--- src/rtl/psum_acc_driver.sv ---
// -----------------------------------------------------------------------------
// psum_acc_driver
// Driving end of the partial-sum accumulator channel set, placed between the PE
// multiplier and the accumulator. For each output pixel it takes NUM_PROD
// products. For every product it sends a clear token to the accumulator, feeds
// the running sum on every product except the first, reads back the
// accumulator echo and adds the product to that echo. After the last product
// it emits the final partial sum downstream. Every channel is a valid/ready
// pair, and every output is driven straight from a flop.
//
// Ports
//   clk, rst_n                     clock, asynchronous active-low reset
//   prod_valid/ready/data          product input from the multiplier
//   clr_valid/ready/data           clear token to the accumulator (1 = first product)
//   acc_in_valid/ready/data        running sum to the accumulator
//   acc_out_valid/ready/data       accumulator echo back to the driver
//   res_valid/ready/data           final partial sum downstream
//   mismatch                       sticky flag: echo differed from the expected value
// -----------------------------------------------------------------------------
module psum_acc_driver #(
    parameter int WIDTH    = 8,
    parameter int NUM_PROD = 5,
    parameter bit SATURATE = 1'b0
) (
    input  logic             clk,
    input  logic             rst_n,
    input  logic             prod_valid,
    output logic             prod_ready,
    input  logic [WIDTH-1:0] prod_data,
    output logic             clr_valid,
    input  logic             clr_ready,
    output logic             clr_data,
    output logic             acc_in_valid,
    input  logic             acc_in_ready,
    output logic [WIDTH-1:0] acc_in_data,
    input  logic             acc_out_valid,
    output logic             acc_out_ready,
    input  logic [WIDTH-1:0] acc_out_data,
    output logic             res_valid,
    input  logic             res_ready,
    output logic [WIDTH-1:0] res_data,
    output logic             mismatch
);

    localparam int CNT_W = (NUM_PROD > 1) ? $clog2(NUM_PROD) : 1;
    localparam logic [CNT_W-1:0] CNT_LAST = CNT_W'(NUM_PROD - 1);

    typedef enum logic [2:0] {
        ST_IDLE     = 3'd0,
        ST_SEND_CLR = 3'd1,
        ST_SEND_IN  = 3'd2,
        ST_WAIT_OUT = 3'd3,
        ST_EMIT     = 3'd4
    } state_t;

    state_t             state_r;
    logic [CNT_W-1:0]   cnt_r;
    logic [WIDTH-1:0]   sum_r;
    logic [WIDTH-1:0]   prod_r;
    logic               prod_ready_r;
    logic               clr_valid_r;
    logic               clr_data_r;
    logic               acc_in_valid_r;
    logic [WIDTH-1:0]   acc_in_data_r;
    logic               acc_out_ready_r;
    logic               res_valid_r;
    logic [WIDTH-1:0]   res_data_r;
    logic               mismatch_r;
    logic [WIDTH-1:0]   next_sum_s;
    logic [WIDTH-1:0]   exp_echo_s;

    // Unsigned add that either drops the carry or clamps at all-ones.
    function automatic logic [WIDTH-1:0] acc_add(input logic [WIDTH-1:0] a,
                                                 input logic [WIDTH-1:0] b);
        logic [WIDTH:0] full;
        full = {1'b0, a} + {1'b0, b};
        if (SATURATE && full[WIDTH]) begin
            acc_add = {WIDTH{1'b1}};
        end else begin
            acc_add = full[WIDTH-1:0];
        end
    endfunction

    // The accumulator is the reference, so the new sum builds on its echo
    // rather than on the local copy.
    always_comb begin
        next_sum_s = acc_add(acc_out_data, prod_r);
        if (cnt_r == {CNT_W{1'b0}}) begin
            exp_echo_s = {WIDTH{1'b0}};
        end else begin
            exp_echo_s = sum_r;
        end
    end

    // Pixel sequencing FSM; every handshake output is registered alongside the state.
    always_ff @(posedge clk or negedge rst_n) begin
        if (!rst_n) begin
            state_r         <= ST_IDLE;
            cnt_r           <= {CNT_W{1'b0}};
            sum_r           <= {WIDTH{1'b0}};
            prod_r          <= {WIDTH{1'b0}};
            prod_ready_r    <= 1'b0;
            clr_valid_r     <= 1'b0;
            clr_data_r      <= 1'b0;
            acc_in_valid_r  <= 1'b0;
            acc_in_data_r   <= {WIDTH{1'b0}};
            acc_out_ready_r <= 1'b0;
            res_valid_r     <= 1'b0;
            res_data_r      <= {WIDTH{1'b0}};
            mismatch_r      <= 1'b0;
        end else begin
            case (state_r)
                ST_IDLE: begin
                    // prod_ready comes up one cycle after reset and is held until a product lands.
                    if (prod_valid && prod_ready_r) begin
                        prod_r       <= prod_data;
                        prod_ready_r <= 1'b0;
                        clr_valid_r  <= 1'b1;
                        clr_data_r   <= (cnt_r == {CNT_W{1'b0}});
                        state_r      <= ST_SEND_CLR;
                    end else begin
                        prod_ready_r <= 1'b1;
                    end
                end
                ST_SEND_CLR: begin
                    if (clr_ready) begin
                        clr_valid_r <= 1'b0;
                        if (cnt_r == {CNT_W{1'b0}}) begin
                            acc_out_ready_r <= 1'b1;
                            state_r         <= ST_WAIT_OUT;
                        end else begin
                            acc_in_valid_r <= 1'b1;
                            acc_in_data_r  <= sum_r;
                            state_r        <= ST_SEND_IN;
                        end
                    end else begin
                        state_r <= ST_SEND_CLR;
                    end
                end
                ST_SEND_IN: begin
                    if (acc_in_ready) begin
                        acc_in_valid_r  <= 1'b0;
                        acc_out_ready_r <= 1'b1;
                        state_r         <= ST_WAIT_OUT;
                    end else begin
                        state_r <= ST_SEND_IN;
                    end
                end
                ST_WAIT_OUT: begin
                    if (acc_out_valid) begin
                        acc_out_ready_r <= 1'b0;
                        mismatch_r      <= mismatch_r | (acc_out_data != exp_echo_s);
                        sum_r           <= next_sum_s;
                        if (cnt_r == CNT_LAST) begin
                            res_valid_r <= 1'b1;
                            res_data_r  <= next_sum_s;
                            state_r     <= ST_EMIT;
                        end else begin
                            cnt_r        <= cnt_r + CNT_W'(1);
                            prod_ready_r <= 1'b1;
                            state_r      <= ST_IDLE;
                        end
                    end else begin
                        state_r <= ST_WAIT_OUT;
                    end
                end
                ST_EMIT: begin
                    if (res_ready) begin
                        res_valid_r  <= 1'b0;
                        cnt_r        <= {CNT_W{1'b0}};
                        sum_r        <= {WIDTH{1'b0}};
                        prod_ready_r <= 1'b1;
                        state_r      <= ST_IDLE;
                    end else begin
                        state_r <= ST_EMIT;
                    end
                end
                default: begin
                    state_r         <= ST_IDLE;
                    cnt_r           <= {CNT_W{1'b0}};
                    sum_r           <= {WIDTH{1'b0}};
                    prod_ready_r    <= 1'b0;
                    clr_valid_r     <= 1'b0;
                    acc_in_valid_r  <= 1'b0;
                    acc_out_ready_r <= 1'b0;
                    res_valid_r     <= 1'b0;
                end
            endcase
        end
    end

    assign prod_ready    = prod_ready_r;
    assign clr_valid     = clr_valid_r;
    assign clr_data      = clr_data_r;
    assign acc_in_valid  = acc_in_valid_r;
    assign acc_in_data   = acc_in_data_r;
    assign acc_out_ready = acc_out_ready_r;
    assign res_valid     = res_valid_r;
    assign res_data      = res_data_r;
    assign mismatch      = mismatch_r;

endmodule

--- config.mk ---
export PLATFORM = sky130hd
export DESIGN_NAME = psum_acc_driver
export DESIGN_NICKNAME = d
export VERILOG_FILES = /design/src/rtl/psum_acc_driver.sv
export SDC_FILE = /design/constraint.sdc
export NUM_CORES = 1
export LEC_CHECK = 0
export ABC_AREA = 1
export BUFFER_PORTS_ARGS = -buffer_cell sky130_fd_sc_hd__buf_2
export CORE_UTILIZATION = 50
export CTS_CLUSTER_DIAMETER = 60
export DETAILED_ROUTE_END_ITERATION = 8
export PLACE_DENSITY = 0.77
export SYNTH_ARGS = -nofsm -noshare
export SYNTH_HDL_FRONTEND = slang
export SYNTH_SLANG_ARGS = --single-unit
--- constraint.sdc ---
create_clock -name clk -period 1.5 [get_ports clk]
set_input_delay 0.075 -clock clk [delete_from_list [all_inputs] [get_ports clk]]
set_output_delay 0.075 -clock clk [all_outputs]
set_load 0.01 [all_outputs]
; ---- Word level (Yosys, flattened, before mapping)
; Cells that the tools add are included.
[totals]
input_bits = 23
romBits = 0
register_bits = 45
latchBits = 0
n_memories = 0
ram_bits = 0
[classes]
div_mod_pow = 0
eq_ne = 15
n_shift = 0
n_mux = 37
bitwise = 7
multipliers = 0
magnitude_cmp = 0
addsub = 2
n_reduce_logical = 19
[op_table]
columns = op, n
row1 = two-way mux 3 bit, 8
row2 = two-way mux 8 bit, 3
row3 = one-hot mux 8 bit (3 select lines), 1
row4 = two-way mux 1 bit, 18
row5 = "!= test 2 bit, second input constant", 9
row6 = AND reduction 4 bit, 4
row7 = one-hot mux 3 bit (5 select lines), 1
row8 = AND reduction 3 bit, 4
row9 = one-hot mux 1 bit (3 select lines), 3
row10 = one-hot mux 3 bit (3 select lines), 1
row11 = OR reduction 3 bit, 3
row12 = adder 8 bit, 1
row13 = != test 8 bit, 1
row14 = one-hot mux 1 bit (4 select lines), 2
row15 = "== test 3 x 2 -> 1 bit, second input constant", 2
row16 = "== test 3 bit, second input constant", 2
row17 = zero test 3 bit, 2
row18 = inverter 1 bit, 6
row19 = AND reduction 5 bit, 1
row20 = AND reduction 2 bit, 2
row21 = OR reduction 2 bit, 2
row22 = "adder 3 x 1 -> 3 bit, second input constant", 1
row23 = "== test 3 x 1 -> 1 bit, second input constant", 1
row24 = logical AND 1 bit, 1
row25 = OR 1 bit, 1

; ---- Longest topological paths before layout
; Gate-level depths: netlist of the first run.
[logic_depth]
ltp_word = 4
ltp_mapped = 12
depth_no_buf = 12

; ---- Least setup slack after synthesis of the first run
; Ideal clock, no wire load.
[synth_path]
kind = reg2reg
start = register prod_r[0]
end = register res_data_r[6], in the netlist res_data[6]
path_slack_ps = -188
setup_ps = 117
arrival_ps = 1571
path_buffers = 0
stages_incl_launch_ff = 10
path_cell_list = dfrtp_1 ha_1 fa_1 nand3_1 nand2_1 nand2_1 nand2_1 or2_2 nand3_1 nand2_1
[synth_via]
elab_chain_len = 1
[synth_rtl]
columns = element, line_no
row1 = from (decl), 59  ; logic [WIDTH-1:0] prod_r;
row2 = from (signal assigned), 101  ; prod_r <= {WIDTH{1'b0}};
row3 = from (signal assigned), 116  ; prod_r <= prod_data;
row4 = adder 8 bit, 76  ; full = {1'b0, a} + {1'b0, b};
row5 = to (signal assigned), 109  ; res_data_r <= {WIDTH{1'b0}};
row6 = to (signal assigned), 156  ; res_data_r <= next_sum_s;
row7 = to (decl), 67  ; logic [WIDTH-1:0] res_data_r;
; Every way passes these cells.
; A chain may end at the register's enable or synchronous reset.

; ---- Worst setup path after layout of the first run
; Ends and elaborated chain as after synthesis.

==> results.json, run 1 <==
{
  "arrival_ns": 1.85,
  "drt_iter0_drc": 94,
  "routed_wl_mm": 6.09,
  "antenna_found_initial": 0,
  "tritoncts": "yes",
  "wl_met2_mm": 3.21,
  "first_global_vias": 2163,
  "synth.area.top_cells": "dfrtp_1 (46%), nand2_1 (15%), nand3_1 (5.5%), ha_1 (4.6%), inv_1 (4.2%)",
  "sequentialPowerShare_pct": 31.8,
  "yosys.area.top_type": "dfrtp_1",
  "wire_per_inst_um": 13.7,
  "tns_ns": -0.589,
  "synth.distinct_cells": 33,
  "syn_nets": 325,
  "slew_headroom_pct": 71.6,
  "coreArea_um2": 4750,
  "diodes": 0,
  "cts.path.max_buffers": 2,
  "fin_crit_sh_pct": 110,
  "pwr-share-clk_pct": 13.9,
  "power_density_nw_per_um2": 1820,
  "h-tree-depth": 2,
  "vias_per_cell": 5.08,
  "cts-root-buf": "clkbuf_8",
  "period_needed_ns": 1.65,
  "p_comb_share_pct": 54.3,
  "path_cells": "ha_2 > fa_2 > nand3_2 > nand2_2 > nand2_2 > nand2_2 > or2_4 > nand3_2 > nand2_1",
  "final_common_cell": "nand2_1",
  "path_max_fanout": 3,
  "grt_pass1_wl_mm": 9.57,
  "wl_met1_mm": 2.56,
  "synth-seq-area-share_pct": 45.5,
  "dpl.hpwl_mm": 4.20,
  "critPathTopFamily": "simple AND/OR/NAND/NOR gates",
  "clkTransAtPathRegs_ns": 0.08,
  "p_sw_w": 0.00249,
  "routed-wl-met3_um": 223,
  "p_leak_nw": 1.78,
  "final_antenna_net_count": 0,
  "initial_utilization_pct": 52.1,
  "switching_share_pct": 41.3,
  "grt_max_degree": 29,
  "p_int_w": 0.00355,
  "status": "finished, violations left",
  "vias": 2255,
  "final_util_pct": 69.6,
  "cts_buffers": 5,
  "yosysWarningCount": 0,
  "critPathBufInv": 0,
  "ff_latch_area_um2": 1130,
  "syn-cell-area_um2": 2470,
  "dr.pass1.iters": 4,
  "drive_above_1_share_pct": 39.0,
  "insertion_delay_ns": 0.30,
  "setup_viol": 5,
  "worstMarginPinSlew_ns": 0.426,
  "slowest_delay_ns": 0.40,
  "cp-start-kind": "register",
  "end_kind": "register",
  "worst_slack_ns": -0.152,
  "finalPower_w": 0.00604,
  "nets": 409,
  "fin_skew_ns": 0.00478,
  "drv_cap": 0,
  "cp_slowest_cell": "dfrtp_1",
  "dieArea_um2": 5240,
  "critPathKind": "register to register",
  "violations": "setup timing",
  "multiInputGateArea_um2": 1310,
  "critPathMostFrequentCell": "nand2_2",
  "synth_top_area_share_pct": 45.5,
  "syn_area_per_cell_um2": 8.48,
  "irDropWorstVdd_mv": 1.00,
  "fmax_mhz": 605,
  "grtUsageTotal_pct": 24.4,
  "finalHoldViolCount": 0,
  "clock_sinks": 45,
  "hold_class": "input pin to register",
  "finalMaxSlewViolations": 0,
  "ios": 46,
  "fp.dieW_um": 72.4,
  "num_rows": 25,
  "highest_layer": "met4",
  "ys_seq_elements": 45,
  "areaGrowthSynthToFinish_pct": 33.8,
  "die_h_um": 72.4,
  "drc": 0,
  "fillCellCount": 404,
  "layout_common_cells": "nand2_1 (89), buf_2 (45), dfrtp_1 (43)",
  "gp_congestion": 0.875,
  "cp.required_ns": 1.70,
  "rsz0062_at_grt": "true",
  "overflow": 0,
  "port_buffers": 45,
  "syn_inst": 292
}
[metal layers]
layer  global-route usage [%]  vias up
met5                        0        -
met4                     8.50        0
met3                     4.58        8
met2                     43.4       61
met1                     29.5     1083
li1                         -     1103
[cells by family after synthesis]
family                     count (synthesis)  share of synthesized area (%)
muxes                                      8                           4.70
xor gates and xnor gates                   3                           1.06
adders and majority gates                 10                           5.36
and+or+nand+nor                          155                           29.2
AOI/OAI and AO/OA                         31                           7.23
buffers and inverters                     40                           6.98
DFF                                       45                           45.5
[cell type report]
class	count	share of cell area, %
Inverter	36	4.23
Timing Repair Buffer	81	16.6
Clock buffer	7	2.91
Clock inverter	1	0.151
Sequential cell	45	34.1
Multi-Input combinational cell	207	39.5
Tap cell	67	2.53
[power by group through the flow]
stage	combinational [W]	clock, W	sequential, W
2_1_floorplan	0.00185	0	0.00195
3_3_place_gp	0.00274	0	0.00190
3_5_place_dp	0.00281	0	0.00191
4_1_cts	0.00303	0.000859	0.00189
5_1_grt	0.00361	0.000905	0.00196
6_report	0.00328	0.000840	0.00192
[Yosys cell counts, drive strengths merged]
library cell / number
nand2: 105
inv: 35
a21oi: 7
nand3: 29
or2: 3
o21ai: 21
dfrtp: 45
mux2: 8
clkinv: 1
nand3b: 3
o22ai: 2
nor2: 12
fa: 1
ha: 9
buf: 4
xor2: 2
o21a: 1
nand4: 3
xnor2: 1
[timing repair]
item / in CTS / in global routing
setup endpoints to repair: 10 / 33
buffers inserted: 2 / 3
gates cloned: 0 / 0
hold buffers: 8 / 0
hold endpoints to repair: 24 / 0
pin swaps: 4 / 13
resized for setup: 10 / 21
[per-stage QoR]
step	hold WS [ns]	cells	area, um2	worst slack [ns]
2_1_floorplan	-0.221	292	2500	-0.112
3_3_place_gp	0.0265	423	2970	-0.155
3_5_place_dp	0.0378	423	2970	-0.178
4_1_cts	0.00769	441	3220	-0.129
5_1_grt	0.0125	444	3310	-0.204
6_report	0.0117	444	3310	-0.152
[path summary, 6_finish.rpt]
check / startpoint / end / slack [ns] / cells past startpoint
min in group asynchronous: rst_n / acc_in_data[3]$_DFFE_PN0P_ / 0.27 / 2
worst min register to register: mismatch$_DFFE_PN0P_ / mismatch$_DFFE_PN0P_ / 0.45 / 2
worst min-delay path: prod_data[5] / prod_r[5]$_DFFE_PN0P_ / 0.01 / 2
worst max-delay path: prod_r[0]$_DFFE_PN0P_ / res_data[6]$_DFFE_PN0P_ / -0.15 / 9
worst max register to register: prod_r[0]$_DFFE_PN0P_ / res_data[6]$_DFFE_PN0P_ / -0.15 / 9
max in group asynchronous: rst_n / state_r[2]$_DFFE_PN0P_ / 0.72 / 3
[state kept, by name, summed over array words and instances, names as in the netlist, 3 cells and up]
name	flops
sum_r	8
res_data	8
acc_in_data	8
prod_r	8
state_r	3
cnt_r	3
No activity file was read; power rests on OpenSTA's default activity.
==> inputs of run 2 (changes only) <==
--- a/config.mk
+++ b/config.mk
@@ -5,12 +5,11 @@
 export SDC_FILE = /design/constraint.sdc
 export NUM_CORES = 1
 export LEC_CHECK = 0
-export ABC_AREA = 1
 export BUFFER_PORTS_ARGS = -buffer_cell sky130_fd_sc_hd__buf_2
-export CORE_UTILIZATION = 50
+export CORE_UTILIZATION = 49
 export CTS_CLUSTER_DIAMETER = 60
 export DETAILED_ROUTE_END_ITERATION = 8
-export PLACE_DENSITY = 0.77
+export PLACE_DENSITY = 0.76
 export SYNTH_ARGS = -nofsm -noshare
 export SYNTH_HDL_FRONTEND = slang
 export SYNTH_SLANG_ARGS = --single-unit
==> results.json, run 2 <==
{
  "hold_class": "input pin to register",
  "synth_top_area_share_pct": 48.2,
  "cts_buffers": 5,
  "grt_max_degree": 28,
  "dpl.hpwl_mm": 4.00,
  "areaGrowthSynthToFinish_pct": 41.3,
  "num_rows": 24,
  "drc": 3,
  "dpl_cell_area_um2": 2960,
  "period_needed_ns": 1.87,
  "async_flop_share_pct": 100,
  "layout_common_cells": "buf_2 (45), dfrtp_1 (43), buf_4 (34)",
  "finalHoldViolCount": 0,
  "routed_wl_mm": 5.78,
  "ios": 46,
  "die_h_um": 71.0,
  "rsz0062_at_grt": "true",
  "pwr-share-clk_pct": 13.3,
  "grt_pass1_wl_mm": 9.38,
  "clkTransAtPathRegs_ns": 0.09,
  "worstMarginPinSlew_ns": 0.479,
  "nets": 343,
  "syn-cell-area_um2": 2340,
  "cp.required_ns": 1.69,
  "fin_crit_sh_pct": 125,
  "yosysWarningCount": 0,
  "fillCellCount": 297,
  "end_kind": "register",
  "switching_share_pct": 38.0,
  "tns_ns": -2.33,
  "synth.distinct_cells": 41,
  "hold_slack_ns": 0.00695,
  "drt_iter0_drc": 120,
  "fin_skew_ns": 0.00759,
  "yosys.area.top_type": "dfrtp_1",
  "status": "finished, violations left",
  "synth_edf_count": 0,
  "arrival_ns": 2.06,
  "cp-start-kind": "register",
  "synth.top_cells.by_count": "dfrtp_1 (45), nand2_1 (26), mux2_2 (19)",
  "port_buffers": 45,
  "p_sw_w": 0.00259,
  "initial_utilization_pct": 52.2,
  "drv_cap": 0,
  "fmax_mhz": 534,
  "p_int_w": 0.00422,
  "setup_viol": 13,
  "drive_above_1_share_pct": 49.7,
  "overflow": 0,
  "antenna_found_initial": 0,
  "diodes": 0,
  "dr.pass1.iters": 7,
  "dieArea_um2": 5050,
  "synth_most_common_cell": "dfrtp_1",
  "syn_nets": 247,
  "vias_per_cell": 5.64,
  "h-tree-depth": 2,
  "finalInstanceArea_um2": 3300,
  "tritoncts": "yes",
  "insertion_delay_ns": 0.29,
  "slew_headroom_pct": 68.1,
  "synth.area.top_cells": "dfrtp_1 (48%), mux2_2 (9.2%), ha_1 (4.8%), nand2_1 (4.2%), a22o_1 (3.4%)",
  "final_util_pct": 73.8,
  "path_max_fanout": 2,
  "critPathKind": "register to register",
  "syn_area_per_cell_um2": 10.9,
  "p_leak_nw": 1.59,
  "synth_ff_type": "dfrtp_1",
  "violations": "DRC, setup timing",
  "ys_seq_elements": 45,
  "gp_congestion": 0.824,
  "final_common_cell": "buf_2",
  "fp.dieW_um": 71.0,
  "cts.path.max_buffers": 2,
  "worst_slack_ns": -0.372,
  "wire_per_inst_um": 16.0,
  "vias": 2042,
  "first_global_vias": 2093,
  "p_comb_share_pct": 55.9,
  "power_density_nw_per_um2": 2060,
  "irDropWorstVdd_mv": 1.12,
  "final_antenna_net_count": 0,
  "synth-seq-area-share_pct": 48.2,
  "coreArea_um2": 4470,
  "pre_cts_ws_ns": -0.389,
  "grtUsageTotal_pct": 24.1,
  "finalMaxSlewViolations": 0,
  "sequentialPowerShare_pct": 30.8,
  "clock_sinks": 45,
  "cts-root-buf": "clkbuf_8",
  "syn_inst": 214
}
run 2: path summary, 6_finish.rpt:
check	from	to	slack, ns	depth (start not counted)
worst min-delay path	prod_data[5]	prod_r[5]$_DFFE_PN0P_	0.007	2
worst max register to register	prod_r[0]$_DFFE_PN0P_	res_data[6]$_DFFE_PN0P_	-0.37	7
max in group asynchronous	rst_n	prod_r[2]$_DFFE_PN0P_	0.72	3
worst max-delay path	prod_r[0]$_DFFE_PN0P_	res_data[6]$_DFFE_PN0P_	-0.37	7
worst min register to register	res_data[3]$_DFFE_PN0P_	res_data[3]$_DFFE_PN0P_	0.48	2
min in group asynchronous	rst_n	clr_data$_DFFE_PN0P_	0.26	2
run 2: metrics by stage:
| stage | instances | total power (W) |
|---|---|---|
| after floorplan | 214 | 0.00401 |
| after global placement | 346 | 0.00512 |
| after CTS | 363 | 0.00655 |
| final | 362 | 0.00681 |
| after detailed placement | 346 | 0.00523 |
| after global routing | 362 | 0.00727 |
run 2: layout make-up:
| type | count | area [um2] | share of cell area [%] |
|---|---|---|---|
| Multi-Input combinational cell | 161 | 1340 | 40.5 |
| Sequential cell | 45 | 1130 | 34.2 |
| Timing Repair Buffer | 93 | 652 | 19.7 |
| Clock buffer | 5 | 68.8 | 2.08 |
| Tap cell | 52 | 65.1 | 1.97 |
| Clock inverter | 2 | 35.0 | 1.06 |
| Inverter | 4 | 15.0 | 0.455 |
run 2: power groups by stage:
stage               Sequential (W)  Clock (W)  Combinational [W]
floorplan                  0.00210          0            0.00191
global placement           0.00208          0            0.00304
detailed placement         0.00210          0            0.00313
CTS                        0.00208   0.000915            0.00355
global route               0.00216   0.000964            0.00414
finish                     0.00210   0.000905            0.00381
run 2: routing by layer:
layer	wire length, um	GRT usage, %	part of all wire [%]
met3	234	5.13	4.0
met2	3010	42.6	52
met4	80	6.89	1.4
met5	0	0	0
met1	2460	29.8	42
run 2: cell families after synthesis:
family,share of synthesized area [%]
DFF,48.2
xor gates and xnor gates,4.12
AOI/OAI and AO/OA,17.2
buffers and inverters,1.61
and+or+nand+nor,14.0
muxes,9.16
adders and majority gates,5.68
run 2: timing repair:
action                     in CTS  in global routing
pin swaps                      16                 12
setup buffers                   7                  0
setup endpoints to repair      21                 29
hold endpoints to repair       20                  0
hold buffers                    3                  0
gates resized for setup        16                 20
run 2: worst max-delay path, cell delays in order (launching register included):
cell and delay [ns]:
dfrtp_1 0.39, ha_2 0.19, fa_2 0.37, a211oi_2 0.18, o21bai_1 0.13, a21oi_2 0.16
xnor2_1 0.09, mux2_2 0.26
==> inputs of run 3 (changes only) <==
--- a/config.mk
+++ b/config.mk
@@ -6,10 +6,10 @@
 export NUM_CORES = 1
 export LEC_CHECK = 0
 export BUFFER_PORTS_ARGS = -buffer_cell sky130_fd_sc_hd__buf_2
-export CORE_UTILIZATION = 49
+export CORE_UTILIZATION = 30
 export CTS_CLUSTER_DIAMETER = 60
 export DETAILED_ROUTE_END_ITERATION = 8
-export PLACE_DENSITY = 0.76
+export PLACE_DENSITY = 0.51
 export SYNTH_ARGS = -nofsm -noshare
 export SYNTH_HDL_FRONTEND = slang
 export SYNTH_SLANG_ARGS = --single-unit
==> results.json, run 3 (synthesized netlist as in run 2, its figures left out) <==
{
  "end_kind": "register",
  "finalPower_w": 0.00707,
  "violations": "setup timing",
  "finalMaxSlewViolations": 0,
  "clkTransAtPathRegs_ns": 0.09,
  "wire_per_inst_um": 14.3,
  "port_buffers": 45,
  "clock_sinks": 45,
  "grt_max_degree": 30,
  "cts_buffers": 5,
  "diodes": 0,
  "critPathKind": "register to register",
  "overflow": 0,
  "rsz0062_at_grt": "true",
  "ios": 46,
  "setup_viol": 16,
  "drive_above_1_share_pct": 51.7,
  "dr.pass1.iters": 4,
  "dpl.hpwl_mm": 4.34,
  "fin_crit_sh_pct": 122,
  "fmax_mhz": 547,
  "antenna_found_initial": 0,
  "grtUsageTotal_pct": 15.2,
  "p_leak_nw": 1.67,
  "fp.dieW_um": 90.2,
  "nets": 351,
  "areaGrowthSynthToFinish_pct": 50.2,
  "die_h_um": 90.2,
  "fillCellCount": 685,
  "cp-start-kind": "register",
  "layout_common_cells": "buf_2 (45), dfrtp_1 (43), buf_4 (42)",
  "finalHoldViolCount": 0,
  "worstMarginPinSlew_ns": 0.440,
  "drc": 0,
  "multiInputGateArea_um2": 1390,
  "cts.path.max_buffers": 2,
  "vias": 1999,
  "worst_slack_ns": -0.328,
  "vias_per_cell": 4.78,
  "cp.required_ns": 1.69,
  "final_antenna_net_count": 0,
  "coreArea_um2": 7410,
  "hold_slack_ns": 0.00226,
  "tritoncts": "yes",
  "ff_latch_area_um2": 1130,
  "h-tree-depth": 2,
  "insertion_delay_ns": 0.30,
  "final_util_pct": 47.4,
  "first_global_vias": 2023,
  "final_common_cell": "buf_2",
  "cts-root-buf": "clkbuf_8",
  "gp_congestion": 0.756,
  "drv_cap": 0,
  "grt_pass1_wl_mm": 9.96,
  "slew_headroom_pct": 70.7,
  "fin_skew_ns": 0.0108,
  "routed_wl_mm": 5.99,
  "arrival_ns": 2.02,
  "drt_iter0_drc": 58,
  "hold_class": "input pin to register",
  "irDropWorstVdd_mv": 0.807,
  "period_needed_ns": 1.83,
  "initial_utilization_pct": 31.5,
  "placedCellCount": 398,
  "status": "finished, violations left",
  "power_density_nw_per_um2": 2010,
  "num_rows": 31,
  "path_max_fanout": 2,
  "dieArea_um2": 8140,
  "post_layout_nonfiller_instances": 418
}
## run 3: cell count changes in the layout (fill, tap and decap cells not counted), sizes merged
cell,previous run,this run
dlygate4sd3,3,7
bufinv,1,2
buf,90,94
## run 3: worst max-delay path, cell delays in order (launching register included)
cell	delay, ns
dfrtp_1	0.39
ha_2	0.18
fa_2	0.35
a211oi_2	0.19
o21bai_1	0.09
a21oi_1	0.16
xnor2_1	0.10
mux2_2	0.26
## run 3: layer usage
layer  up-vias  GRT usage [%]  routed length (um)
li1        992              -                   -
met1       978           20.1                2930
met2        27           25.7                2890
met3         2           2.62                 136
met4         0           3.63                  34
met5         -              0                   0
## run 3: what timing repair did
item	CTS	global route
hold endpoints to repair	22	0
buffers inserted	6	4
setup endpoints to repair	27	40
hold buffers	7	0
pin swaps	21	8
resized for setup	28	21
## run 3: per-stage QoR
step	TNS [ns]	setup slack (ns)	instance area [um2]
floorplan	-0.868	-0.255	2380
global placement	-2.33	-0.303	3080
detailed placement	-2.77	-0.330	3080
CTS	-3.14	-0.343	3450
global route	-3.79	-0.399	3510
finish	-2.25	-0.328	3510
## run 3: area by class of cell
cell class | count | area share, %
clock buffers | 5 | 1.96
clock inverters | 3 | 1.85
inverters | 4 | 0.428
multi-input cells | 161 | 39.6
flip-flops and latches | 45 | 32.2
well taps | 99 | 3.53
repair buffers | 101 | 20.5
## run 3: final timing paths
path / from / end / slack [ns] / cells past startpoint
min: prod_data[7] / prod_r[7]$_DFFE_PN0P_ / 0.002 / 2
min in group asynchronous: rst_n / prod_r[6]$_DFFE_PN0P_ / 0.25 / 2
max in group asynchronous: rst_n / state_r[0]$_DFFE_PN0P_ / 0.74 / 3
max: prod_r[0]$_DFFE_PN0P_ / res_data[6]$_DFFE_PN0P_ / -0.33 / 7
min reg2reg: clr_data$_DFFE_PN0P_ / clr_data$_DFFE_PN0P_ / 0.49 / 2
max reg2reg: prod_r[0]$_DFFE_PN0P_ / res_data[6]$_DFFE_PN0P_ / -0.33 / 7
## run 3: power breakdown
| group | internal (W) | total [W] | switching [W] |
|---|---|---|---|
| combinational | 0.00209 | 0.00390 | 0.00181 |
| clock | 0.000662 | 0.00110 | 0.000437 |
| sequential | 0.00169 | 0.00207 | 0.000379 |
